$ cat config.mk
export PLATFORM = sky130hd
export DESIGN_NAME = if_id_stage
export DESIGN_NICKNAME = d
export VERILOG_FILES = /design/src/rtl/if_id_stage.sv
export SDC_FILE = /design/constraint.sdc
export NUM_CORES = 1
export LEC_CHECK = 0
export ABC_AREA = 1
export BUFFER_PORTS_ARGS = -buffer_cell sky130_fd_sc_hd__buf_2
export CAP_MARGIN = 25
export CORE_ASPECT_RATIO = 1.4
export CORE_MARGIN = 2
export CORE_UTILIZATION = 53
export DETAILED_ROUTE_END_ITERATION = 8
export PLACE_DENSITY = 0.82
export SYNTH_ARGS = -nofsm -noshare
export SYNTH_HDL_FRONTEND = slang
export SYNTH_SLANG_ARGS = --single-unit
$ cat constraint.sdc
create_clock -name i_clk -period 4.6 [get_ports i_clk]
set_input_delay 0.23 -clock i_clk [delete_from_list [all_inputs] [get_ports i_clk]]
set_output_delay 0.23 -clock i_clk [all_outputs]
set_load 0.01 [all_outputs]
$ cat src/rtl/if_id_stage.sv
// if_id_stage: fetch stage plus IF/ID pipeline register of the 5-stage MIPS core.
//
// Holds the fetch PC, drives the combinational instruction-memory read port,
// and registers the fetched instruction and its PC+4 for the ID stage.
// It obeys the hazard_unit stall controls, applies branch/jump redirects by
// flushing the wrong-path instruction, and freezes fetch once HALT is latched.
//
// Ports:
//   i_clk            clock, rising edge
//   i_reset          asynchronous active-high reset
//   is_enable        debug step/run enable; 0 freezes all state
//   is_PC_write      0 holds PC (stall)
//   is_write_IF_ID   0 holds the IF/ID register (stall)
//   is_branch_taken  branch taken in ID, target on i_branch_target
//   is_jump          jump resolved in ID, target on i_jump_target (wins over branch)
//   o_imem_addr      word address = PC[NB_IMEM_ADDR+1:2]
//   i_imem_data      instruction at o_imem_addr, same cycle
//   o_pc             current fetch PC
//   o_IF_ID_pc4      registered PC+4
//   o_IF_ID_instr    registered instruction
//   os_halt          sticky HALT-latched flag, cleared only by reset
//
// Optional build macro IF_ID_STAGE_STALL_CNT_EN adds o_stall_cnt, a saturating
// 32-bit count of enabled cycles with is_PC_write=0.
module if_id_stage #(
  parameter int unsigned NB_DATA      = 32,
  parameter int unsigned NB_IMEM_ADDR = 10,
  parameter logic [NB_DATA-1:0] HALT_INSTR = 32'hFFFFFFFF,
  parameter logic [NB_DATA-1:0] NOP_INSTR  = 32'h00000000
) (
  input  logic                    i_clk,
  input  logic                    i_reset,
  input  logic                    is_enable,
  input  logic                    is_PC_write,
  input  logic                    is_write_IF_ID,
  input  logic                    is_branch_taken,
  input  logic [NB_DATA-1:0]      i_branch_target,
  input  logic                    is_jump,
  input  logic [NB_DATA-1:0]      i_jump_target,
  output logic [NB_IMEM_ADDR-1:0] o_imem_addr,
  input  logic [NB_DATA-1:0]      i_imem_data,
  output logic [NB_DATA-1:0]      o_pc,
  output logic [NB_DATA-1:0]      o_IF_ID_pc4,
  output logic [NB_DATA-1:0]      o_IF_ID_instr,
`ifdef IF_ID_STAGE_STALL_CNT_EN
  output logic [31:0]             o_stall_cnt,
`endif
  output logic                    os_halt
);

  typedef enum logic {
    ST_RUN,
    ST_HALTED
  } halt_state_t;

  halt_state_t        state, state_next;
  logic [NB_DATA-1:0] pc_q, pc_next;
  logic [NB_DATA-1:0] pc4_q, pc4_next;
  logic [NB_DATA-1:0] instr_q, instr_next;
  logic [NB_DATA-1:0] pc_plus4;
  logic [NB_DATA-1:0] target;
  logic               redirect;
  logic               fetch_halt;
  logic               halted;

  assign redirect   = is_jump | is_branch_taken;
  assign target     = is_jump ? i_jump_target : i_branch_target;
  assign pc_plus4   = pc_q + NB_DATA'(4);
  assign fetch_halt = (i_imem_data == HALT_INSTR);
  assign halted     = (state == ST_HALTED);

  always_comb begin
    pc_next    = pc_q;
    pc4_next   = pc4_q;
    instr_next = instr_q;
    state_next = state;
    if (is_enable) begin
      // A stall outranks a redirect; ID keeps presenting it until released.
      if (is_PC_write) begin
        if (redirect)
          pc_next = target;
        else if (!halted && !fetch_halt)
          pc_next = pc_plus4;
      end
      if (is_write_IF_ID) begin
        if (redirect) begin
          // Flush: a HALT on the wrong path never reaches IF/ID.
          instr_next = NOP_INSTR;
          pc4_next   = pc_plus4;
        end else if (halted) begin
          instr_next = NOP_INSTR;
        end else begin
          instr_next = i_imem_data;
          pc4_next   = pc_plus4;
          if (fetch_halt)
            state_next = ST_HALTED;
        end
      end
    end
  end

  always_ff @(posedge i_clk or posedge i_reset) begin
    if (i_reset) begin
      state   <= ST_RUN;
      pc_q    <= '0;
      pc4_q   <= '0;
      instr_q <= NOP_INSTR;
    end else begin
      state   <= state_next;
      pc_q    <= pc_next;
      pc4_q   <= pc4_next;
      instr_q <= instr_next;
    end
  end

`ifdef IF_ID_STAGE_STALL_CNT_EN
  logic [31:0] stall_cnt_q;

  always_ff @(posedge i_clk or posedge i_reset) begin
    if (i_reset)
      stall_cnt_q <= '0;
    else if (is_enable && !is_PC_write && (stall_cnt_q != '1))
      stall_cnt_q <= stall_cnt_q + 32'd1;
  end

  assign o_stall_cnt = stall_cnt_q;
`endif

  assign o_imem_addr   = pc_q[NB_IMEM_ADDR+1:2];
  assign o_pc          = pc_q;
  assign o_IF_ID_pc4   = pc4_q;
  assign o_IF_ID_instr = instr_q;
  assign os_halt       = halted;

endmodule

==> results of run 1 <==
-- logic make-up after synthesis --
| group | synth area share |
|---|---|
| DFF | 0.4496 |
| and+or+nand+nor | 0.3363 |
| buffers and inverters | 0.08389 |
| AOI/OAI and AO/OA | 0.1001 |
| muxes | 0.003708 |
| xor gates and xnor gates | 0.02410 |
| adders and majority gates | 0.002317 |
-- sequential cells by signal, summed over array words and instances, names as in the netlist --
| signal | cells |
|---|---|
| o_IF_ID_instr | 32 |
| o_pc | 32 |
| o_IF_ID_pc4 | 32 |
| os_halt | 1 |
-- metal layers --
metal / GRT usage / up-vias / part of all wire
met5: 0 / - / 0
met4: 0.1063 / 0 / 0.024
met3: 0.05474 / 26 / 0.069
met2: 0.5065 / 222 / 0.52
met1: 0.3361 / 2494 / 0.39
li1: - / 2642 / -
-- final cells by class --
cell class	count	area [sq um]	area share
clock buffers	11	232.7	0.03459
flip-flops and latches	97	2427	0.3608
repair buffers	215	1139	0.1692
clock inverters	5	127.6	0.01897
multi-input cells	538	2521	0.3747
inverters	29	111.4	0.01655
well taps	135	168.9	0.02511
-- synth_stat cells (6+ instances only) --
master / count / area share
nor2_1: 41 / 0.029
clkbuf_1: 6 / 0.0042
o21ai_0: 53 / 0.049
dfrtp_1: 97 / 0.45
nand3_1: 50 / 0.046
buf_2: 14 / 0.013
a31oi_1: 6 / 0.0070
clkbuf_8: 8 / 0.020
nand2_1: 307 / 0.21
xor2_1: 11 / 0.018
a22oi_1: 25 / 0.035
buf_4: 13 / 0.018
nand3b_1: 6 / 0.0083
inv_1: 26 / 0.018
-- power breakdown --
part	internal, uW	switching [uW]
logic	228	328
registers	964	121
clock network	587	327
-- stage by stage --
step | hold slack [ps] | std cells | worst slack (ps)
global route | 51.22 | 1030 | 1498
floorplan | 387.3 | 709 | 1836
detailed placement | 392.8 | 1011 | 1772
CTS | 22.27 | 1027 | 1853
finish | -7.364 | 1030 | 1859
global placement | 386.4 | 1011 | 1897
-- how the worst max path moves through the flow --
stage                                    endpoint  slack [ps]                start
global placement    o_IF_ID_instr[27]$_DFFE_PP0P_        1900              is_jump
global route                  o_pc[5]$_DFFE_PP0P_        1500  os_halt$_DFFE_PP0P_
finish                        o_pc[2]$_DFFE_PP0P_        1860  os_halt$_DFFE_PP0P_
CTS                           o_pc[2]$_DFFE_PP0P_        1850  os_halt$_DFFE_PP0P_
detailed placement   o_IF_ID_instr[6]$_DFFE_PP0P_        1770              is_jump
floorplan            o_IF_ID_instr[0]$_DFFE_PP0P_        1840              i_reset
==> impl_results.md, run 1 <==
* Post-layout minimum cycle time at 2741 ps
* DR WL/cell at 14.88 um
* DIE WIDTH at 89.30 um
* Area delta synth->final at 24.61%
* VDD IR max at 226.8 uV
* Max Cap Viol at 0
* Setup TNS Final at 0 ps
* CTS tree: built
* First-pass GRT wire length at 24230 um
* Area of the die at 0.01102 sq mm
* DRC Markers at 0
* CP Capture Type: flop
* Gr ovfl total at 0
* Vias per std cell at 5.227
* Final setup viols at 0
* Crit-path max FO at 35
* Min-delay worst type: in -> async
* CP Buf/Inv Count at 1
* Filler cells at 923
* Sink Count at 97
* Cell variety after synth at 34
* Hold_buf cts at 0
* Sequential area share after synthesis at 0.4496
* CTS clock-pin slew for the worst setup and hold paths at 70 ps
* Antenna violations before repair at 0
* Initial drt markers at 379
* Primary FF master, synth: dfrtp_1
* CP Depth at 7
* Syn nets at 813
* CTS Buf Count at 9
* Drt first pass iters at 5
* Final slew viol count at 0
* Least-Margin Pin Slew at 883.4 ps
* Core Util, Final at 0.6796
* Ports at 210
* Starting density of the core at 0.5454
* Dpl cell area at 0.006297 sq mm
* Routability cong. at 0.9485
* Reg-to-reg slack, setup at 1860 ps
* Finished Cell Area at 0.006728 sq mm
* Diodes inserted at 0
* Synth Warn # at 0
* Flops & latches, synth at 97
* Post-detail-place hpwl at 11150 um
* Most frequent cells in the layout: nand2_1, buf_2, dfrtp_1
* Remaining antenna violation count at 0
* Clk root buf: clkbuf_16
* Reg-to-reg startpoint: os_halt$_DFFE_PP0P_
* Violated checks: negative hold slack
* Mapped cell area at 0.005399 sq mm
* Arrival time worst endpoint at 2960 ps
* Slew headroom at 0.4074
* Worst EP required at 4820 ps
* Total number of vias at 5384
* Fmax at 364.9 MHz
* Critical path cell sequence: clkinv_1 -> nor2_1 -> nor2_1 -> nand2_2 -> nand2_4 -> nand2_1 -> o21ai_0
* Unrepaired setup endpoints after global routing: false
* Reg2reg end: o_pc[2]$_DFFE_PP0P_
* # port buffers at 209
* Total power at 2554 uW
* Core ar. at 0.009899 sq mm
* Critical Path Start Type: flop
* Number of cell rows at 43
* Overall Global Routing Usage at 0.2854
* Share of cells above drive strength 1 at 0.2816
* Worst Path Class, Setup: reg -> reg
* CP top delay family: simple AND/OR/NAND/NOR gates
* Final WL at 15330 um
* FF-to-FF path depth at 7
* H-Tree Depth at 3
* Final nets at 994
* Crit share post-route at 0.5958
* Fraction of registers with async set or reset after synthesis at 1.000
* Worst hold slack at -7.364 ps
* Clock buffer depth at 2
* Clk Latency, worst-skew pair at 350 ps
* Largest net degree at the start of global routing at 58
* Post-Synthesis Cells at 709
* Die H at 123.4 um
* Commonest non-fill, non-tap cell in the layout: nand2_1
* Most frequent CP cell: nor2_1
* Setup Buffers After CTS at 0
* Slowest stage delay, CP at 690 ps
* Final Hold Viols at 17
* Crit-path slowest cell: clkinv_1
* Synthesized area per cell at 7.615 sq um
* Post-synth EDFFs at 0
* Outcome: finished with violations
* Post-cts sizing count at 0
* Vias in the first global route at 5074
* Lkg Pwr at 0.003602 uW
* Clock skew at 7.834 ps
* Pwr Density at 379.7 mW/mm^2
Power figures use the tool's default switching activity.
==> run 2, diff against run 1 <==
==> config.mk (replaced) <==
export PLATFORM = sky130hd
export DESIGN_NAME = if_id_stage
export DESIGN_NICKNAME = d
export VERILOG_FILES = /design/src/rtl/if_id_stage.sv
export SDC_FILE = /design/constraint.sdc
export NUM_CORES = 1
export LEC_CHECK = 0
export ABC_AREA = 0
export BUFFER_PORTS_ARGS = -buffer_cell sky130_fd_sc_hd__buf_2
export CAP_MARGIN = 25
export CORE_ASPECT_RATIO = 1.4
export CORE_MARGIN = 2
export CORE_UTILIZATION = 49
export DETAILED_ROUTE_END_ITERATION = 8
export PLACE_DENSITY = 0.76
export SYNTH_ARGS = -nofsm -noshare
export SYNTH_HDL_FRONTEND = slang
export SYNTH_SLANG_ARGS = --single-unit
==> constraint.sdc (replaced) <==
create_clock -name i_clk -period 2.7 [get_ports i_clk]
set_input_delay 0.135 -clock i_clk [delete_from_list [all_inputs] [get_ports i_clk]]
set_output_delay 0.135 -clock i_clk [all_outputs]
set_load 0.01 [all_outputs]
==> run 2 against run 1 <==
  * The flow now finishes without violations
  * Clock skew shrank 1.5 ps
  * Register-to-register slack got worse by 1400 ps
  * Sequential power grew 81%
  * Synthesized cell count down 23%
  * Non-clock buffer count is 11 higher
  * Via count fell by 3.3%
  * Power increased by 71%
  * Hold slack better by 31 ps
  * Clock power grew 38%
  * Highest routed layer unchanged
==> impl_results.md, run 2 <==
* Routability cong. at 0.8825 (was 0.9485)
* Antenna violations before repair at 0 (unchanged)
* Die H at 127.3 um (was 123.4 um)
* Fraction of registers with async set or reset after synthesis at 1.000 (unchanged)
* CTS clock-pin slew for the worst setup and hold paths at 70 ps (about the same)
* Post-detail-place hpwl at 12290 um (was 11150 um)
* CTS Buf Count at 9 (unchanged)
* Final Hold Viols at 0 (was 17)
* Switching Fraction at 0.3350 (was 0.3039)
* Commonest non-fill, non-tap cell in the layout: buf_2 (was nand2_1)
* GRT busiest layer: met2 (unchanged)
* Cell taking the most area after synthesis: dfrtp_1 (unchanged)
* Critical path cell sequence: ha_1 -> nand4_4 -> nor4_4 -> nand2_1 -> o311a_1 -> o32ai_2 (was clkinv_1 -> nor2_1 -> nor2_1 -> nand2_2 -> nand2_4 -> nand2_1 -> o21ai_0)
* Total number of vias at 5206 (was 5384)
* H-Tree Depth at 3 (unchanged)
* Crit share post-route at 0.8318 (was 0.5958)
* Crit. Startpoint: o_pc[2]$_DFFE_PP0P_ (was os_halt$_DFFE_PP0P_)
* Final nets at 826 (was 994)
* Area of the die at 0.01172 sq mm (was 0.01102 sq mm)
* Core ar. at 0.01070 sq mm (was 0.009899 sq mm)
* Diodes inserted at 0 (unchanged)
* Post-cts sizing count at 0 (unchanged)
* Most frequent cells in the layout: buf_2, dfrtp_1, nor2_1 (was nand2_1, buf_2, dfrtp_1)
* Post-synth EDFFs at 0 (unchanged)
* CP Buf/Inv Count at 0 (was 1)
* Synth top area share at 0.4564 (was 0.4496)
* Gr ovfl total at 0 (unchanged)
* Starting density of the core at 0.4972 (was 0.5454)
* # port buffers at 209 (unchanged)
* DR WL/cell at 19.01 um (was 14.88 um)
* Max Cap Viol at 0 (unchanged)
* Cell variety after synth at 69 (was 34)
* Share of cells above drive strength 1 at 0.3733 (was 0.2816)
* Largest net degree at the start of global routing at 55 (was 58)
* Area delta synth->final at 25.71% (was 24.61%)
* Setup TNS Final at 0 ps (unchanged)
* Flops & latches, synth at 97 (unchanged)
* Initial drt markers at 378 (was 379)
* Synth Warn # at 0 (unchanged)
* Fmax at 445.3 MHz (was 364.9 MHz)
* Synthesized area per cell at 9.777 sq um (was 7.615 sq um)
* Routing usage on met2 at 0.4983 (was 0.5065)
* Least-Margin Pin Slew at 910.9 ps (was 883.4 ps)
* Met3 Use GR at 0.05660 (was 0.05474)
* Crit-path slowest cell: dfrtp_1 (was clkinv_1)
* Setup Buffers After CTS at 0 (unchanged)
* Clock buffer depth at 2 (unchanged)
* Final WL at 16480 um (was 15330 um)
* Slowest stage delay, CP at 480 ps (was 690 ps)
* Remaining antenna violation count at 0 (unchanged)
* Combinational share of power at 0.264 (was 0.217)
* Top cells by count, synth: dfrtp_1, nor2_1, a21oi_1, a22o_1, nand2_1 (was nand2_1, dfrtp_1, o21ai_0, nand3_1, nor2_1)
* Seq pwr share at 0.448 (was 0.425)
* Hold_sp: i_imem_data[13]
* Lkg Pwr at 0.003086 uW (was 0.003602 uW)
* First-pass GRT wire length at 26100 um (was 24230 um)
* Clock share of power at 0.288 (was 0.358)
* Post-Synthesis Cells at 544 (was 709)
* Ports at 210 (unchanged)
* Number of cell rows at 45 (was 43)
* CTS tree: built (unchanged)
* CP top delay family: simple AND/OR/NAND/NOR gates (unchanged)
* Sequential area share after synthesis at 0.4564 (was 0.4496)
* Slew headroom at 0.3905 (was 0.4074)
* M1 GR Usage at 0.3429 (was 0.3361)
* Mapped cell area at 0.005319 sq mm (was 0.005399 sq mm)
* Worst Path Class, Setup: reg -> reg (unchanged)
* Arrival time worst endpoint at 2500 ps (was 2960 ps)
* Setup ws final at 454.2 ps (was 1859 ps)
* DRC Markers at 0 (unchanged)
* Clock skew at 6.286 ps (was 7.834 ps)
* Switching power at 1463 uW (was 776.2 uW)
* VDD IR max at 370.8 uV (was 226.8 uV)
* Top post-synthesis cells by area: dfrtp_1, a22o_1, a21oi_1 (was dfrtp_1, nand2_1, o21ai_0)
* Hold_buf cts at 1 (was 0)
* Post-layout minimum cycle time at 2246 ps (was 2741 ps)
* Final slew viol count at 0 (unchanged)
* DIE WIDTH at 92.06 um (was 89.30 um)
* Crit-path max FO at 9 (was 35)
* Clk Latency, worst-skew pair at 340 ps (was 350 ps)
* Unrepaired setup endpoints after global routing: false (unchanged)
* Final setup viols at 0 (unchanged)
* Top-count cell post-synth: dfrtp_1 (was nand2_1)
* Pwr Density at 653.0 mW/mm^2 (was 379.7 mW/mm^2)
* Worst EP required at 2950 ps (was 4820 ps)
* Drt first pass iters at 5 (unchanged)
* Critical Path Start Type: flop (unchanged)
* Internal Pwr Total at 2903 uW (was 1778 uW)
* Clk root buf: clkbuf_16 (unchanged)
* Min-delay worst type: in -> reg (was in -> async)
* Overall Global Routing Usage at 0.2832 (was 0.2854)
* Sink Count at 97 (unchanged)
* Worst slack at placement at 476.4 ps (was 1772 ps)
* Primary FF master, synth: dfrtp_1 (unchanged)
* Reg-to-reg startpoint: o_pc[2]$_DFFE_PP0P_ (was os_halt$_DFFE_PP0P_)
* Outcome: completed (was finished with violations)
* Vias in the first global route at 5122 (was 5074)
* CP Capture Type: flop (unchanged)
* Vias per std cell at 6.005 (was 5.227)
* Worst hold slack at 23.20 ps (was -7.364 ps)
* Syn nets at 648 (was 813)
==> run 2: cell types whose count changed in the layout (fill, tap and decap cells not counted), moves of 9 or more <==
cell / previous run / this run
o21ai_0: 53 / 10
nor2_1: 40 / 49
xnor2_1: 2 / 15
a22o_1: 0 / 39
a22oi_1: 25 / 9
nor3_1: 2 / 13
nand3_1: 50 / 16
inv_1: 25 / 8
nand4_1: 5 / 21
buf_4: 3 / 15
nand2_1: 307 / 31
a21oi_1: 0 / 46
==> run 2: per-layer routing <==
metal | vias up | share of wire
li1 | 2384 | -
met1 | 2511 | 0.38
met2 | 274 | 0.51
met3 | 37 | 0.077
met4 | 0 | 0.027
met5 | - | 0
==> run 2: final cells by class <==
type	instances	area, sq um
clock inverter	6	60.06
fill	964	4011
inverter	9	36.28
sequential	97	2427
timing repair buffer	226	1189
clock buffer	9	225.2
multi-input combinational	379	2572
tap	141	176.4
==> run 2: worst paths after layout <==
| path | end | slack (ps) | depth (start not counted) |
|---|---|---|---|
| min in group asynchronous | o_IF_ID_instr[20]$_DFFE_PP0P_ | 450 | 3 |
| max in group asynchronous | o_pc[26]$_DFFE_PP0P_ | 1570 | 4 |
| max | o_pc[20]$_DFFE_PP0P_ | 450 | 6 |
| min | o_IF_ID_instr[13]$_DFFE_PP0P_ | 20 | 2 |
| min reg2reg | o_IF_ID_instr[11]$_DFFE_PP0P_ | 500 | 1 |
| max reg2reg | o_pc[20]$_DFFE_PP0P_ | 450 | 6 |
==> run 2: cells by family (layout without fill, tap and decap cells) <==
family,count (synthesis),count (layout),share of synthesized area
and+or+nand+nor,175,175,0.1873
AOI/OAI and AO/OA,164,164,0.2221
DFF,97,97,0.4564
buffers and inverters,68,250,0.06375
xor gates and xnor gates,28,28,0.04611
muxes,11,11,0.02211
adders and majority gates,1,1,0.002352
==> run 2: metrics by stage <==
step | util | area [sq um] | power, uW | instances
2_1_floorplan | - | 5319 | 2655 | 544
3_3_place_gp | 0.5974 | 6391 | 3095 | 851
3_5_place_dp | 0.5974 | 6391 | 3132 | 851
4_1_cts | 0.6250 | 6686 | 4379 | 867
5_1_grt | 0.6250 | 6686 | 4594 | 867
6_report | 0.6250 | 6686 | 4366 | 867
==> run 2: power by group through the flow <==
stage	Combinational, uW	Sequential [uW]	Clock (uW)
after floorplan	664	1990	0
after global placement	1130	1960	0
after detailed placement	1150	1980	0
after CTS	1160	1950	1270
after global routing	1260	2000	1340
final	1150	1960	1260
==> run 3, diff against run 2 <==
--- a/config.mk
+++ b/config.mk
@@ -5,7 +5,7 @@
 export SDC_FILE = /design/constraint.sdc
 export NUM_CORES = 1
 export LEC_CHECK = 0
-export ABC_AREA = 0
+export ABC_AREA = 1
 export BUFFER_PORTS_ARGS = -buffer_cell sky130_fd_sc_hd__buf_2
 export CAP_MARGIN = 25
 export CORE_ASPECT_RATIO = 1.4
==> constraint.sdc (replaced) <==
create_clock -name i_clk -period 2.15 [get_ports i_clk]
set_input_delay 0.1075 -clock i_clk [delete_from_list [all_inputs] [get_ports i_clk]]
set_output_delay 0.1075 -clock i_clk [all_outputs]
set_load 0.01 [all_outputs]
==> run 3 against run 2 <==
  * Clock power grew 39%
  * Global-route usage decreased by 0.77 points
  * Critical path type unchanged
  * Largest power group unchanged
  * Count of clock-buffer cells in the layout up 1
  * Fmax up 24%
  * Largest cell class unchanged
  * Combinational power up 6%
  * First-iteration DRC count is 18% lower
==> impl_results.md, run 3 (synthesis results as in run 1) <==
* DIE WIDTH at 92.72 um (was 92.06 um)
* Arrival time worst endpoint at 2100 ps (was 2500 ps)
* Slowest stage delay, CP at 510 ps (was 480 ps)
* Drt first pass iters at 5 (unchanged)
* Clk root buf: clkbuf_16 (unchanged)
* Overall Global Routing Usage at 0.2755 (was 0.2832)
* Max Cap Viol at 0 (unchanged)
* Post-layout minimum cycle time at 1810 ps (was 2246 ps)
* Final Hold Viols at 0 (unchanged)
* Final setup viols at 0 (unchanged)
* Clk Latency, worst-skew pair at 350 ps (was 340 ps)
* CP top delay family: simple AND/OR/NAND/NOR gates (unchanged)
* CTS tree: built (unchanged)
* Worst Path Class, Setup: reg -> reg (unchanged)
* Least-Margin Pin Slew at 775.8 ps (was 910.9 ps)
* Antenna violations before repair at 0 (unchanged)
* CP Buf/Inv Count at 0 (unchanged)
* Final WL at 15870 um (was 16480 um)
* Vias per std cell at 5.188 (was 6.005)
* Pwr Density at 783.3 mW/mm^2 (was 653.0 mW/mm^2)
* Setup TNS Final at 0 ps (unchanged)
* Filler cells at 1048 (was 964)
* Min-delay worst type: in -> reg (unchanged)
* Final slew viol count at 0 (unchanged)
* Setup Buffers After CTS at 0 (unchanged)
* Worst EP required at 2440 ps (was 2950 ps)
* Area of the die at 0.01189 sq mm (was 0.01172 sq mm)
* Remaining antenna violation count at 0 (unchanged)
* Clock share of power at 0.331 (was 0.288)
* Area delta synth->final at 24.87% (was 25.71%)
* Share of cells above drive strength 1 at 0.2890 (was 0.3733)
* Switching power at 1679 uW (was 1463 uW)
* Commonest non-fill, non-tap cell in the layout: nand2_1 (was buf_2)
* Largest net degree at the start of global routing at 37 (was 55)
* CP Capture Type: flop (unchanged)
* Crit-path max FO at 8 (was 9)
* Outcome: completed (unchanged)
* Crit-path slowest cell: dfrtp_1 (unchanged)
* # port buffers at 209 (unchanged)
* Slew headroom at 0.4817 (was 0.3905)
* Diodes inserted at 0 (unchanged)
* Internal Pwr Total at 3601 uW (was 2903 uW)
* Switching Fraction at 0.3180 (was 0.3350)
* Starting density of the core at 0.4994 (was 0.4972)
* First-pass GRT wire length at 25650 um (was 26100 um)
* VDD IR max at 395.1 uV (was 370.8 uV)
* Critical path cell sequence: nand3_1 -> nor2_1 -> nand3_1 -> o21bai_1 -> nand3_1 -> nand2_1 -> nand2_1 -> nand2_1 (was ha_1 -> nand4_4 -> nor4_4 -> nand2_1 -> o311a_1 -> o32ai_2)
* Multi-input logic area at 0.002521 sq mm (was 0.002572 sq mm)
* DR WL/cell at 15.20 um (was 19.01 um)
* Final nets at 1003 (was 826)
* Core ar. at 0.01081 sq mm (was 0.01070 sq mm)
* Crit share post-route at 0.8418 (was 0.8318)
* Sink Count at 97 (unchanged)
* Die H at 128.2 um (was 127.3 um)
* Post-detail-place hpwl at 11560 um (was 12290 um)
* Vias in the first global route at 5335 (was 5122)
* Critical Path Start Type: flop (unchanged)
* Storage cell area at 0.002427 sq mm (unchanged)
* CTS Buf Count at 9 (unchanged)
* Fmax at 552.5 MHz (was 445.3 MHz)
* Number of cell rows at 45 (unchanged)
* Most frequent cells in the layout: nand2_1, buf_2, dfrtp_1 (was buf_2, dfrtp_1, nor2_1)
* CTS clock-pin slew for the worst setup and hold paths at 70 ps (about the same)
* Gr ovfl total at 0 (unchanged)
* Seq pwr share at 0.438 (was 0.448)
* Routability cong. at 0.9007 (was 0.8825)
* Initial drt markers at 309 (was 378)
* Unrepaired setup endpoints after global routing: false (unchanged)
* Clock buffer depth at 2 (unchanged)
* Worst hold slack at 20.51 ps (was 23.20 ps)
* H-Tree Depth at 3 (unchanged)
* Ports at 210 (unchanged)
* Combinational share of power at 0.231 (was 0.264)
* DRC Markers at 0 (unchanged)
* Clock skew at 7.748 ps (was 6.286 ps)
* Lkg Pwr at 0.003620 uW (was 0.003086 uW)
* Total number of vias at 5416 (was 5206)
==> run 3: final cells by class <==
class	count	area share
multi-input combinational	538	0.3740
sequential	97	0.3601
timing repair buffer	224	0.1759
clock buffer	10	0.03545
tap	141	0.02617
inverter	29	0.01670
clock inverter	5	0.01169
==> run 3: metal layers <==
metal	share of wire	routed length, um	GRT usage
met3	0.078	1239	0.06996
met1	0.39	6144	0.3141
met4	0.025	392	0.09775
met2	0.51	8097	0.4976
met5	0	0	0
==> run 3: worst paths after layout <==
check / startpoint / endpoint / slack (ps) / depth (start not counted)
min in group asynchronous: i_reset / o_IF_ID_pc4[5]$_DFFE_PP0P_ / 430 / 3
min reg2reg: o_IF_ID_pc4[1]$_DFFE_PP0P_ / o_IF_ID_pc4[1]$_DFFE_PP0P_ / 460 / 2
max in group asynchronous: i_reset / o_IF_ID_instr[18]$_DFFE_PP0P_ / 1100 / 4
max: o_pc[4]$_DFFE_PP0P_ / o_pc[23]$_DFFE_PP0P_ / 340 / 8
max reg2reg: o_pc[4]$_DFFE_PP0P_ / o_pc[23]$_DFFE_PP0P_ / 340 / 8
min: i_imem_data[24] / o_IF_ID_instr[24]$_DFFE_PP0P_ / 20 / 3
==> run 3: repair_timing <==
item                                   in CTS  in global routing
hold buffers                                1                  0
resized for setup                           0                  0
endpoints found under the hold margin      30                  0
==> run 3: power groups by stage <==
stage               logic, uW  clock network (uW)  registers (uW)
floorplan                 639                   0            2410
CTS                      1230                1760            2310
detailed placement       1220                   0            2340
global route             1360                1830            2340
finish                   1220                1750            2310
global placement         1210                   0            2330
==> run 3: worst register-to-register path, stage by stage (launching register included) <==
cell and delay (ps):
dfrtp_1 510, nand3_1 200, nor2_1 250, nand3_1 220, o21bai_1 270, nand3_1 120, nand2_1 70, nand2_1 50
nand2_1 70
==> run 3: through the flow <==
stage / power (uW) / utilization / setup WS (ps) / cells / area, sq um
floorplan: 3048 / - / 531.5 / 709 / 5403
detailed placement: 3560 / 0.5933 / 385.3 / 1028 / 6414
global route: 5540 / 0.6236 / 144.6 / 1044 / 6741
finish: 5281 / 0.6236 / 340.2 / 1044 / 6741
CTS: 5303 / 0.6236 / 353.8 / 1044 / 6741
global placement: 3543 / 0.5933 / 375.8 / 1028 / 6414
